## config.mk

```make
export PLATFORM = sky130hd
export DESIGN_NAME = life_sequencer
export DESIGN_NICKNAME = d
export VERILOG_FILES = /design/src/rtl/life_pkg.sv /design/src/rtl/gen_ticker.sv /design/src/rtl/life_sequencer.sv
export SDC_FILE = /design/constraint.sdc
export NUM_CORES = 1
export LEC_CHECK = 0
export BUFFER_PORTS_ARGS = -buffer_cell sky130_fd_sc_hd__buf_2
export CORE_ASPECT_RATIO = 1.75
export CORE_MARGIN = 10
export CORE_UTILIZATION = 53
export CTS_CLUSTER_DIAMETER = 120
export DETAILED_ROUTE_END_ITERATION = 8
export GPL_TIMING_DRIVEN = 0
export HOLD_SLACK_MARGIN = 0.1
export PLACE_DENSITY_LB_ADDON = 0.15
export SYNTH_ARGS = -nofsm -noshare
export SYNTH_HDL_FRONTEND = slang
export SYNTH_HIERARCHICAL = 1
export SYNTH_SLANG_ARGS = --single-unit
```

## constraint.sdc

```tcl
create_clock -name clk -period 6.4 [get_ports clk]
set_input_delay 0.64 -clock clk [delete_from_list [all_inputs] [get_ports clk]]
set_output_delay 0.64 -clock clk [all_outputs]
set_load 0.01 [all_outputs]
```

## src/rtl/life_pkg.sv

```systemverilog
// Shared types and constants for the 8x8 Game-of-Life sequencer.
package life_pkg;

    localparam int GRID_N = 8;
    localparam int GRID_W = GRID_N * GRID_N;

    // Bit r*8+c is row r, column c.
    typedef logic [GRID_W-1:0] grid_t;

    typedef enum logic [2:0] {
        IDLE   = 3'd0,
        LOAD   = 3'd1,
        RUN    = 3'd2,
        PAUSED = 3'd3,
        HALT   = 3'd4
    } state_t;

endpackage

```

## src/rtl/gen_ticker.sv

```systemverilog
// Generation tick divider: one-cycle tick every TICK_DIV enabled cycles.
// The count holds while enable is low, so a paused run resumes mid-period.
module gen_ticker #(
    parameter int unsigned TICK_DIV = 8
) (
    input  logic clk,
    input  logic reset,
    input  logic enable,
    input  logic clear,
    output logic tick
);

    localparam int unsigned CW = (TICK_DIV > 2) ? $clog2(TICK_DIV) : 1;
    localparam logic [CW-1:0] LAST = CW'(TICK_DIV - 1);

    logic [CW-1:0] cnt_q;

    // Divider counter: clear has priority, wraps to 0 on the tick.
    always_ff @(posedge clk or posedge reset) begin
        if (reset) begin
            cnt_q <= '0;
        end else if (clear) begin
            cnt_q <= '0;
        end else if (enable) begin
            cnt_q <= (cnt_q == LAST) ? '0 : cnt_q + 1'b1;
        end
    end

    assign tick = enable && (cnt_q == LAST);

endmodule

```

## src/rtl/life_sequencer.sv

```systemverilog
// Run controller for the 8x8 Game-of-Life engine: owns the generation register,
// commits grid_next on ticks or single steps, and halts on extinction/still-life.
// Optional build macro LIFE_OSC2_DETECT_EN adds period-2 oscillator detection.
module life_sequencer
    import life_pkg::*;
#(
    parameter int unsigned TICK_DIV = 8,
    parameter int unsigned GEN_W    = 16
) (
    input  logic             clk,
    input  logic             reset,
    input  logic             load_seed,
    input  logic [63:0]      seed,
    input  logic             start,
    input  logic             pause,
    input  logic             step,
    input  logic [63:0]      grid_next,
    output logic [63:0]      grid,
    output logic [GEN_W-1:0] gen_count,
    output logic [2:0]       state,
    output logic             running,
    output logic             extinct,
    output logic             stable,
    output logic             osc2
);

    state_t           state_q, state_d;
    grid_t            grid_q, grid_d;
    logic [GEN_W-1:0] gen_q, gen_d;
    logic             running_q;
    logic             ext_q, ext_d;
    logic             stab_q, stab_d;
    logic             tick;
    logic             tick_en;
    logic             commit_opp;
`ifdef LIFE_OSC2_DETECT_EN
    grid_t            prev_q, prev_d;
    logic             osc_q, osc_d;
`endif

    // A pause in the tick cycle suppresses the tick and holds the count.
    assign tick_en = (state_q == RUN) && !pause && !load_seed;

    gen_ticker #(
        .TICK_DIV (TICK_DIV)
    ) u_ticker (
        .clk    (clk),
        .reset  (reset),
        .enable (tick_en),
        .clear  (state_q == LOAD),
        .tick   (tick)
    );

    // Next-state, grid commit and halt detection.
    always_comb begin
        state_d    = state_q;
        grid_d     = grid_q;
        gen_d      = gen_q;
        ext_d      = ext_q;
        stab_d     = stab_q;
        commit_opp = 1'b0;
`ifdef LIFE_OSC2_DETECT_EN
        prev_d     = prev_q;
        osc_d      = osc_q;
`endif
        unique case (state_q)
            IDLE:   if (start) state_d = RUN;
            LOAD: begin
                grid_d = seed;
                gen_d  = '0;
                ext_d  = 1'b0;
                stab_d = 1'b0;
`ifdef LIFE_OSC2_DETECT_EN
                prev_d = '0;
                osc_d  = 1'b0;
`endif
                state_d = PAUSED;
            end
            RUN: begin
                if (pause)     state_d = PAUSED;
                else if (tick) commit_opp = 1'b1;
            end
            PAUSED: begin
                if (start)     state_d = RUN;
                else if (step) commit_opp = 1'b1;
            end
            HALT:   state_d = HALT;
            default: state_d = IDLE;
        endcase

        if (commit_opp && !load_seed) begin
            if (grid_q == '0) begin
                state_d = HALT;
                ext_d   = 1'b1;
            end else if (grid_next == grid_q) begin
                state_d = HALT;
                stab_d  = 1'b1;
`ifdef LIFE_OSC2_DETECT_EN
            end else if ((gen_q != '0) && (grid_next == prev_q)) begin
                state_d = HALT;
                osc_d   = 1'b1;
`endif
            end else begin
                grid_d = grid_next;
                gen_d  = (gen_q == '1) ? gen_q : gen_q + 1'b1;
`ifdef LIFE_OSC2_DETECT_EN
                prev_d = grid_q;
`endif
            end
        end

        if (load_seed) state_d = LOAD;
    end

    // State and datapath registers; running is registered alongside the state.
    always_ff @(posedge clk or posedge reset) begin
        if (reset) begin
            state_q   <= IDLE;
            grid_q    <= '0;
            gen_q     <= '0;
            running_q <= 1'b0;
            ext_q     <= 1'b0;
            stab_q    <= 1'b0;
        end else begin
            state_q   <= state_d;
            grid_q    <= grid_d;
            gen_q     <= gen_d;
            running_q <= (state_d == RUN);
            ext_q     <= ext_d;
            stab_q    <= stab_d;
        end
    end

`ifdef LIFE_OSC2_DETECT_EN
    // Previous generation and oscillator flag.
    always_ff @(posedge clk or posedge reset) begin
        if (reset) begin
            prev_q <= '0;
            osc_q  <= 1'b0;
        end else begin
            prev_q <= prev_d;
            osc_q  <= osc_d;
        end
    end

    assign osc2 = osc_q;
`else
    assign osc2 = 1'b0;
`endif

    assign grid      = grid_q;
    assign gen_count = gen_q;
    assign state     = state_q;
    assign running   = running_q;
    assign extinct   = ext_q;
    assign stable    = stab_q;

endmodule

```

==> results.json, run 1 <==
{
  "hold_viol": 0,
  "p_int_uw": 1150,
  "cts_root_buffer": "clkbuf_16",
  "final_cells": 917,
  "clock-sinks": 89,
  "ys_ff_latch": 89,
  "finalSetupViolCount": 0,
  "tightest_slew_ns": 0.842,
  "ys_seq_area_share_pct": 41.4,
  "skew_ns": 0.00391,
  "setup_tns_ns": 0,
  "dr_total_vias": 5570,
  "synthFlopType": "dfrtp_1",
  "critPathMaxFanout": 10,
  "ctsHoldBuffers": 0,
  "swShare_pct": 32.8,
  "clk_pin_slew_ns": 0.06,
  "p_sw_uw": 559,
  "fillers": 822,
  "timing.rr.start": "state[2]$_DFF_PP0_",
  "die-area_mm2": 0.0147,
  "start_util_pct": 54.3,
  "synth_top_area_cell": "dfrtp_1",
  "seqPwrFrac_pct": 42.9,
  "slew_headroom_pct": 43.8,
  "pwr-share-clk_pct": 31.3,
  "io_buffers": 219,
  "async_flop_share_pct": 100,
  "drc": 0,
  "post_cts_buffers": 0,
  "final_nets": 920,
  "place_area_mm2": 0.00667,
  "fin_util_pct": 70.4,
  "fp.dieH_um": 153,
  "row_count": 48,
  "cp-start-kind": "flop",
  "post-place-ws_ns": 3.28,
  "design_area_mm2": 0.00697,
  "layout-drive-gt1-share_pct": 33.6,
  "clk_latency_ns": 0.34,
  "synth_simple_gate_area_share_pct": 18.4,
  "syn-num-nets": 689,
  "yosys-top-cells-area": "dfrtp_1, mux2i_1, xnor2_1",
  "dr.first_iter.drc_count": 350,
  "combPwrFrac_pct": 25.8,
  "yosysWarnings": 6,
  "ctsResizeCount": 0,
  "clk_path_buf_depth": 2,
  "required_ns": 6.65,
  "r2r_cells": 10,
  "synth_area_mm2": 0.00538,
  "irDropWorstVdd_mv": 0.157,
  "core-area_mm2": 0.00991,
  "final_max_slew_viol_count": 0,
  "status": "complete, no violations",
  "syn_area_per_cell_um2": 9.75,
  "routabilityCongestion": 1.00,
  "regToRegSetupSlack_ns": 3.50,
  "rsz0062_at_grt": "false",
  "synth_edf_count": 0,
  "muxShareOfSynthArea_pct": 13.0,
  "dr.pass1.iters": 6,
  "synthXorXnorAreaFrac_pct": 10.4,
  "fin_crit_sh_pct": 45.3,
  "timing.final.ws_setup_ns": 3.50,
  "cp.arrival_ns": 3.15,
  "synth_compound_area_share_pct": 11.6,
  "r2r_end": "grid[22]$_DFF_PP0_",
  "antenna_found_initial": 4,
  "cts_tree": "built",
  "min_period_ns": 2.90,
  "io-pin-count": 221,
  "die_x_um": 96.2,
  "wirelength_um": 20900,
  "powerDensity_mw_per_mm2": 245,
  "post_drt_wl_per_cell_um": 22.8,
  "dp.cells": 897,
  "grt_use_total_pct": 28.0,
  "final_common_cell": "buf_2",
  "yosysTopAreaCellShare_pct": 41.4,
  "area_growth_pct": 29.5,
  "crit_path_end_kind": "flop",
  "htreeDepth": 3,
  "grt-ovfl-total": 0,
  "dpl.hpwl_um": 16600,
  "p_leak_uw": 0.00322,
  "via_per_inst": 6.07,
  "hp-class": "in -> async",
  "synth_cell_type_count": 51,
  "netlist_instances": 552,
  "cts_buffers": 9,
  "cap_violations": 0,
  "grt_pass1_wl_um": 31900,
  "synthAdderAreaFrac_pct": 0.697,
  "synth_top_family_by_area": "simple AND/OR/NAND/NOR gates",
  "grt_max_degree": 62,
  "criticalPathCategory": "reg -> reg",
  "max_freq_mhz": 345,
  "ant_nets": 0,
  "final_cell_mix": "buf_2, dfrtp_1, nand3_1",
  "grt_pass1_vias": 5935
}
==> kinds of logic after synthesis <==
family                     count (synthesis)
xor gates and xnor gates                  64
muxes                                     70
AOI/OAI and AO/OA                        101
buffers and inverters                     45
and+or+nand+nor                          179
other                                      1
DFF                                       89
adders and majority gates                  3
==> sequential cells by signal (all words and copies together), names as in the netlist <==
| name | flops |
|---|---|
| extinct | 1 |
| gen_count | 16 |
| grid | 64 |
| running | 1 |
| stable | 1 |
| state | 3 |
| u_ticker/cnt_q | 3 |
==> synthesized netlist by cell type, types with 3 or more instances <==
cell type  instances
nand4_1           26
nand2_1           18
o21ai_0           51
o211ai_1           5
nor4_1            22
ha_1               3
nor2_1            12
buf_6              8
xnor2_1           64
clkbuf_1          20
and3_1             6
nor3_1             7
nand3_1           72
o31ai_2            4
o21ai_1           15
inv_1              9
mux2i_1           69
o21a_1             5
a21oi_1            4
dfrtp_1           89
buf_2              4
==> per-stage QoR <==
stage | total power, µW | hold slack [ns]
after global routing | 1770 | 0.191
after detailed placement | 1180 | 0.458
final | 1710 | 0.187
after floorplan | 952 | 0.394
after CTS | 1710 | 0.188
after global placement | 1160 | 0.465
==> worst max path at each step <==
stage | endpoint | depth (start not counted) | startpoint | slack (ns)
floorplan | extinct$_DFF_PP0_ | 1 | reset | 3.54
global placement | grid[47]$_DFF_PP0_ | 2 | reset | 2.36
detailed placement | grid[22]$_DFF_PP0_ | 11 | load_seed | 3.28
CTS | grid[22]$_DFF_PP0_ | 10 | state[2]$_DFF_PP0_ | 3.57
global route | grid[25]$_DFF_PP0_ | 10 | state[2]$_DFF_PP0_ | 3.29
finish | grid[22]$_DFF_PP0_ | 10 | state[2]$_DFF_PP0_ | 3.50
==> worst max-delay path, cell delays in order (launching register included) <==
cell,delay (ns)
dfrtp_1,0.42
nor2_1,0.20
and3_1,0.29
and2_1,0.16
a32o_1,0.12
nand3_1,0.20
nor2_2,0.19
clkbuf_1,0.46
clkbuf_1,0.50
nand3_1,0.14
o21ai_0,0.12
==> power by group through the flow <==
stage	clock network (µW)	logic, µW	registers (µW)
floorplan	0	201	751
global placement	0	429	736
detailed placement	0	439	740
CTS	536	441	730
global route	559	473	742
finish	534	440	732
==> layout make-up <==
| class | count | area, µm² | area share, % |
|---|---|---|---|
| Tap cell | 125 | 156 | 2.24 |
| Multi-Input combinational cell | 418 | 2920 | 41.9 |
| Sequential cell | 89 | 2230 | 31.9 |
| Buffer | 35 | 200 | 2.87 |
| Antenna cell | 4 | 10.0 | 0.144 |
| Clock buffer | 11 | 243 | 3.48 |
| Timing Repair Buffer | 220 | 1120 | 16.1 |
| Clock inverter | 5 | 55.1 | 0.789 |
| Inverter | 10 | 40.0 | 0.574 |
==> per-layer routing <==
layer | global-route usage [%] | vias to the layer above | share of wire, % | routed length (µm)
li1 | - | 2498 | - | -
met1 | 30.6 | 2651 | 34 | 7200
met2 | 46.8 | 342 | 50 | 10500
met3 | 6.03 | 79 | 9.3 | 1950
met4 | 17.6 | 0 | 6.0 | 1270
met5 | 0 | - | 0 | 0
(Power assumes the default switching activity.)
==> run 2: changes to the inputs <==
--- a/config.mk
+++ b/config.mk
@@ -8,7 +8,7 @@
 export BUFFER_PORTS_ARGS = -buffer_cell sky130_fd_sc_hd__buf_2
 export CORE_ASPECT_RATIO = 1.75
 export CORE_MARGIN = 10
-export CORE_UTILIZATION = 53
+export CORE_UTILIZATION = 49
 export CTS_CLUSTER_DIAMETER = 120
 export DETAILED_ROUTE_END_ITERATION = 8
 export GPL_TIMING_DRIVEN = 0
==> constraint.sdc (replaced) <==
create_clock -name clk -period 2.9 [get_ports clk]
set_input_delay 0.29 -clock clk [delete_from_list [all_inputs] [get_ports clk]]
set_output_delay 0.29 -clock clk [all_outputs]
set_load 0.01 [all_outputs]
==> results.json, run 2 (synthesized netlist as in run 1, its figures left out) <==
{
  "slew_headroom_pct": 42.7,
  "post_drt_wl_per_cell_um": 22.9,
  "regArea_mm2": 0.00223,
  "grt-ovfl-total": 0,
  "critPathLaunch": "grid[4]$_DFF_PP0_",
  "grt_pass1_wl_um": 31900,
  "cts_root_buffer": "clkbuf_16",
  "hp-class": "in -> reg",
  "grt_use_total_pct": 25.8,
  "drc": 0,
  "fin_crit_sh_pct": 92.7,
  "core-area_mm2": 0.0107,
  "finalSetupViolCount": 0,
  "final_common_cell": "buf_2",
  "crit_top_cell": "nand4_1",
  "hold_viol": 0,
  "p_leak_uw": 0.00326,
  "hold_depth": 2,
  "row_count": 50,
  "place_area_mm2": 0.00667,
  "clk_latency_ns": 0.34,
  "via_per_inst": 5.98,
  "criticalPathCategory": "reg -> reg",
  "die-area_mm2": 0.0157,
  "dpl.hpwl_um": 16800,
  "io_buffers": 219,
  "routabilityCongestion": 0.881,
  "max_freq_mhz": 372,
  "clock-sinks": 89,
  "grt_max_degree": 66,
  "powerDensity_mw_per_mm2": 540,
  "cpPeakStageDelay_ns": 0.43,
  "timing.rr.start": "grid[4]$_DFF_PP0_",
  "wirelength_um": 21200,
  "cp_slowest_cell": "dfrtp_1",
  "antenna_found_initial": 6,
  "fp.dieH_um": 159,
  "crit_path_end_kind": "flop",
  "cts_buffers": 9,
  "cp-start-kind": "flop",
  "start_util_pct": 50.3,
  "clk_pin_slew_ns": 0.06,
  "ant_nets": 0,
  "status": "complete, no violations",
  "dr.first_iter.drc_count": 353,
  "tightest_slew_ns": 0.859,
  "r2r_cells": 8,
  "grt_pass1_vias": 5754,
  "largest_reg_flops": 64,
  "design_area_mm2": 0.00702,
  "final_cell_mix": "buf_2, dfrtp_1, nand3_1",
  "final_cells": 926,
  "multi_input_area_mm2": 0.00293,
  "final_max_slew_viol_count": 0,
  "layout-drive-gt1-share_pct": 34.2,
  "rsz0062_at_grt": "false",
  "cap_violations": 0,
  "r2r_end": "gen_count[5]$_DFFE_PP0P_",
  "skew_ns": 0.00547,
  "required_ns": 3.10,
  "final_nets": 923,
  "dr_total_vias": 5540,
  "fillers": 959,
  "irDropWorstVdd_mv": 0.326,
  "crit_chain": "xnor2_1 -> nand4_1 -> nor4_1 -> nand4_1 -> clkbuf_2 -> clkbuf_1 -> o211ai_1 -> o31ai_2",
  "min_period_ns": 2.69,
  "dr.pass1.iters": 5,
  "cp.arrival_ns": 2.88,
  "io-pin-count": 221,
  "htreeDepth": 3,
  "die_x_um": 99.2,
  "area_growth_pct": 30.4,
  "critPathMaxFanout": 10,
  "dp.cells": 902,
  "clk_path_buf_depth": 2,
  "cts_tree": "built",
  "regToRegSetupSlack_ns": 0.21,
  "crit_end": "gen_count[5]$_DFFE_PP0P_"
}
## run 2: power by group
| part | switching [µW] | internal, µW |
|---|---|---|
| logic | 535 | 449 |
| clock network | 481 | 708 |
| registers | 221 | 1400 |
| total | 1240 | 2550 |
## run 2: area by class of cell
type / instances / area share (%)
plain buffers: 35 / 2.91
clock inverters: 3 / 0.570
diodes: 6 / 0.214
clock buffers: 12 / 3.65
well taps: 130 / 2.32
inverters: 10 / 0.570
multi-input cells: 418 / 41.7
repair buffers: 223 / 16.4
flip-flops and latches: 89 / 31.7
## run 2: worst max-delay path, delay by kind of cell, from the launching register on
family	cells	cell delay (ns)
XOR/XNOR	1	0.36
AO/OA/AOI/OAI	2	0.30
flip-flops	1	0.43
AND/OR/NAND/NOR	3	0.84
buffers and inverters	2	0.62
## run 2: what timing repair did
action / 4_1_cts / 5_1_grt
buffers inserted: 0 / 2
hold buffers: 1 / 0
resized for setup: 1 / 5
pin swaps: 0 / 1
endpoints found under the setup margin: 4 / 51
hold endpoints to repair: 24 / 0
## run 2: how the worst min path moves through the flow
| stage | slack (ns) | end | startpoint |
|---|---|---|---|
| finish | 0.18 | state[0]$_DFF_PP0_ | load_seed |
| detailed placement | 0.19 | u_ticker/cnt_q[1]$_DFFE_PP0P_ | reset |
| CTS | 0.17 | state[0]$_DFF_PP0_ | load_seed |
| global route | 0.19 | state[0]$_DFF_PP0_ | load_seed |
| global placement | 0.16 | u_ticker/cnt_q[1]$_DFFE_PP0P_ | reset |
| floorplan | 0.04 | u_ticker/cnt_q[0]$_DFFE_PP0P_ | reset |
## run 2: metrics by stage
step | power [µW] | utilization, % | hold WS, ns | setup TNS, ns | setup WS (ns)
6_report | 3790 | 65.6 | 0.180 | 0 | 0.212
3_5_place_dp | 2610 | 62.4 | 0.191 | -0.00481 | -0.00481
5_1_grt | 3950 | 65.6 | 0.195 | 0 | 0.0396
4_1_cts | 3800 | 65.3 | 0.167 | 0 | 0.0497
2_1_floorplan | 2100 | - | 0.0436 | 0 | 0.388
3_3_place_gp | 2580 | 62.1 | 0.161 | -71.74 | -0.839
## run 2: layer usage
layer	vias to the layer above	GRT usage [%]	routed length [µm]
met5	-	0	0
met4	0	14.7	972
li1	2502	-	-
met3	52	6.42	1570
met2	290	45.4	11100
met1	2696	27.2	7630
==> run 3: changes to the inputs <==
--- a/config.mk
+++ b/config.mk
@@ -14,6 +14,7 @@
 export GPL_TIMING_DRIVEN = 0
 export HOLD_SLACK_MARGIN = 0.1
 export PLACE_DENSITY_LB_ADDON = 0.15
+export REMOVE_ABC_BUFFERS = 1
 export SYNTH_ARGS = -nofsm -noshare
 export SYNTH_HDL_FRONTEND = slang
 export SYNTH_HIERARCHICAL = 1
==> results.json, run 3 (synthesized netlist as in run 1, its figures left out) <==
{
  "cp_top_family": "simple AND/OR/NAND/NOR gates",
  "final_common_cell": "buf_2",
  "slew_headroom_pct": 57.0,
  "dr_total_vias": 5368,
  "clk_path_buf_depth": 2,
  "core-area_mm2": 0.0107,
  "htreeDepth": 3,
  "cap_violations": 0,
  "crit_buf_inv": 2,
  "dr.first_iter.drc_count": 349,
  "final_max_slew_viol_count": 0,
  "crit_chain": "nor4_1 -> nand4_1 -> nor4_4 -> nor2_4 -> buf_12 -> and2_4 -> buf_16 -> a31o_2",
  "fp.dieH_um": 159,
  "hold-worst-slack_ns": 0.178,
  "cp_slowest_cell": "nor4_4",
  "clk_latency_ns": 0.34,
  "grt_pass1_vias": 5528,
  "antenna_found_initial": 3,
  "irDropWorstVdd_mv": 0.329,
  "grt_use_total_pct": 24.2,
  "routabilityCongestion": 0.883,
  "row_count": 50,
  "cts_root_buffer": "clkbuf_16",
  "dpl.hpwl_um": 15300,
  "finalSetupViolCount": 0,
  "p_total_uw": 3730,
  "tightest_slew_ns": 0.646,
  "status": "complete, no violations",
  "rsz0062_at_grt": "false",
  "via_per_inst": 5.96,
  "layout-drive-gt1-share_pct": 34.6,
  "skew_ns": 0.00755,
  "crit_path_end_kind": "flop",
  "grt_pass1_wl_um": 30000,
  "max_freq_mhz": 367,
  "post-place-ws_ns": -0.509,
  "io-pin-count": 221,
  "min_period_ns": 2.73,
  "post_drt_wl_per_cell_um": 22.0,
  "p_leak_uw": 0.00323,
  "area_growth_pct": 30.1,
  "cp-start-kind": "flop",
  "dr.pass1.iters": 6,
  "ant_nets": 0,
  "clock-sinks": 89,
  "io_buffers": 219,
  "die_x_um": 99.2,
  "fin_util_pct": 65.5,
  "largest_reg_flops": 64,
  "hold_viol": 0,
  "wirelength_um": 19800,
  "final_cell_mix": "buf_2, dfrtp_1, nand3_1",
  "powerDensity_mw_per_mm2": 533,
  "criticalPathCategory": "reg -> reg",
  "required_ns": 3.14,
  "final_nets": 899,
  "hp-class": "in -> reg",
  "cp.arrival_ns": 2.96,
  "clk_pin_slew_ns": 0.06,
  "die-area_mm2": 0.0157,
  "timing.final.ws_setup_ns": 0.175,
  "regToRegSetupSlack_ns": 0.17,
  "cts_tree": "built",
  "start_util_pct": 50.3,
  "critPathMaxFanout": 38,
  "fin_crit_sh_pct": 94.0,
  "cts_buffers": 9,
  "cpPeakStageDelay_ns": 0.51,
  "grt-ovfl-total": 0,
  "drc": 0,
  "grt_max_degree": 46
}
==> run 3: changes by cell type in the layout (fill, tap and decap cells not counted), moves of 2 or more <==
cell / before / now
buf_1: 2 / 0
clkbuf_2: 3 / 0
buf_6: 8 / 1
clkbuf_1: 18 / 3
diode_2: 6 / 4
buf_16: 1 / 3
buf_2: 223 / 219
buf_12: 0 / 2
buf_8: 0 / 5
==> run 3: metal layers <==
metal,vias up,share of wire [%],global-route usage [%]
li1,2461,-,-
met1,2584,35,25.5
met2,268,54,43.5
met3,55,7.2,5.47
met4,0,4.3,12.7
met5,-,0,0
==> run 3: worst paths after layout <==
check | start | to | cells after the start
max | grid[24]$_DFF_PP0_ | gen_count[15]$_DFFE_PP0P_ | 8
min | load_seed | state[0]$_DFF_PP0_ | 2
max reg2reg | grid[24]$_DFF_PP0_ | gen_count[15]$_DFFE_PP0P_ | 8
min reg2reg | stable$_DFF_PP0_ | stable$_DFF_PP0_ | 2
max in group asynchronous | reset | grid[0]$_DFF_PP0_ | 4
min in group asynchronous | reset | u_ticker/cnt_q[2]$_DFFE_PP0P_ | 3
==> run 3: layout make-up <==
cell class              count  area, µm²
inverters                  10       42.5
fillers                   910       3690
clock inverters             3       40.0
repair buffers            233       1330
well taps                 130        163
diodes                      4       10.0
clock buffers              13        250
flip-flops and latches     89       2230
multi-input cells         419       2940
==> run 3: worst reg2reg max path, stage by stage, from the launching register on <==
cell and delay, ns:
dfrtp_1 0.42, nor4_1 0.42, nand4_1 0.31, nor4_4 0.51
nor2_4 0.10, buf_12 0.19, and2_4 0.26, buf_16 0.21
a31o_2 0.21
==> run 3: power by group <==
part	switching, µW	internal [µW]
registers	219	1400
logic	493	447
clock network	484	690
total	1200	2530
==> run 3: stage by stage <==
| stage | area, µm² | instances | setup TNS [ns] |
|---|---|---|---|
| final | 7000 | 901 | 0 |
| after global routing | 7000 | 900 | 0 |
| after CTS | 6990 | 897 | 0 |
| after detailed placement | 6660 | 877 | -29.81 |
| after global placement | 6440 | 866 | -385.66 |
| after floorplan | 5180 | 517 | -126.22 |
==> run 3: what timing repair did <==
item / in CTS / in global routing
endpoints found under the setup margin: 72 / 0
hold buffers: 1 / 0
endpoints found under the hold margin: 44 / 0
setup buffers: 2 / 0
resized for setup: 2 / 0
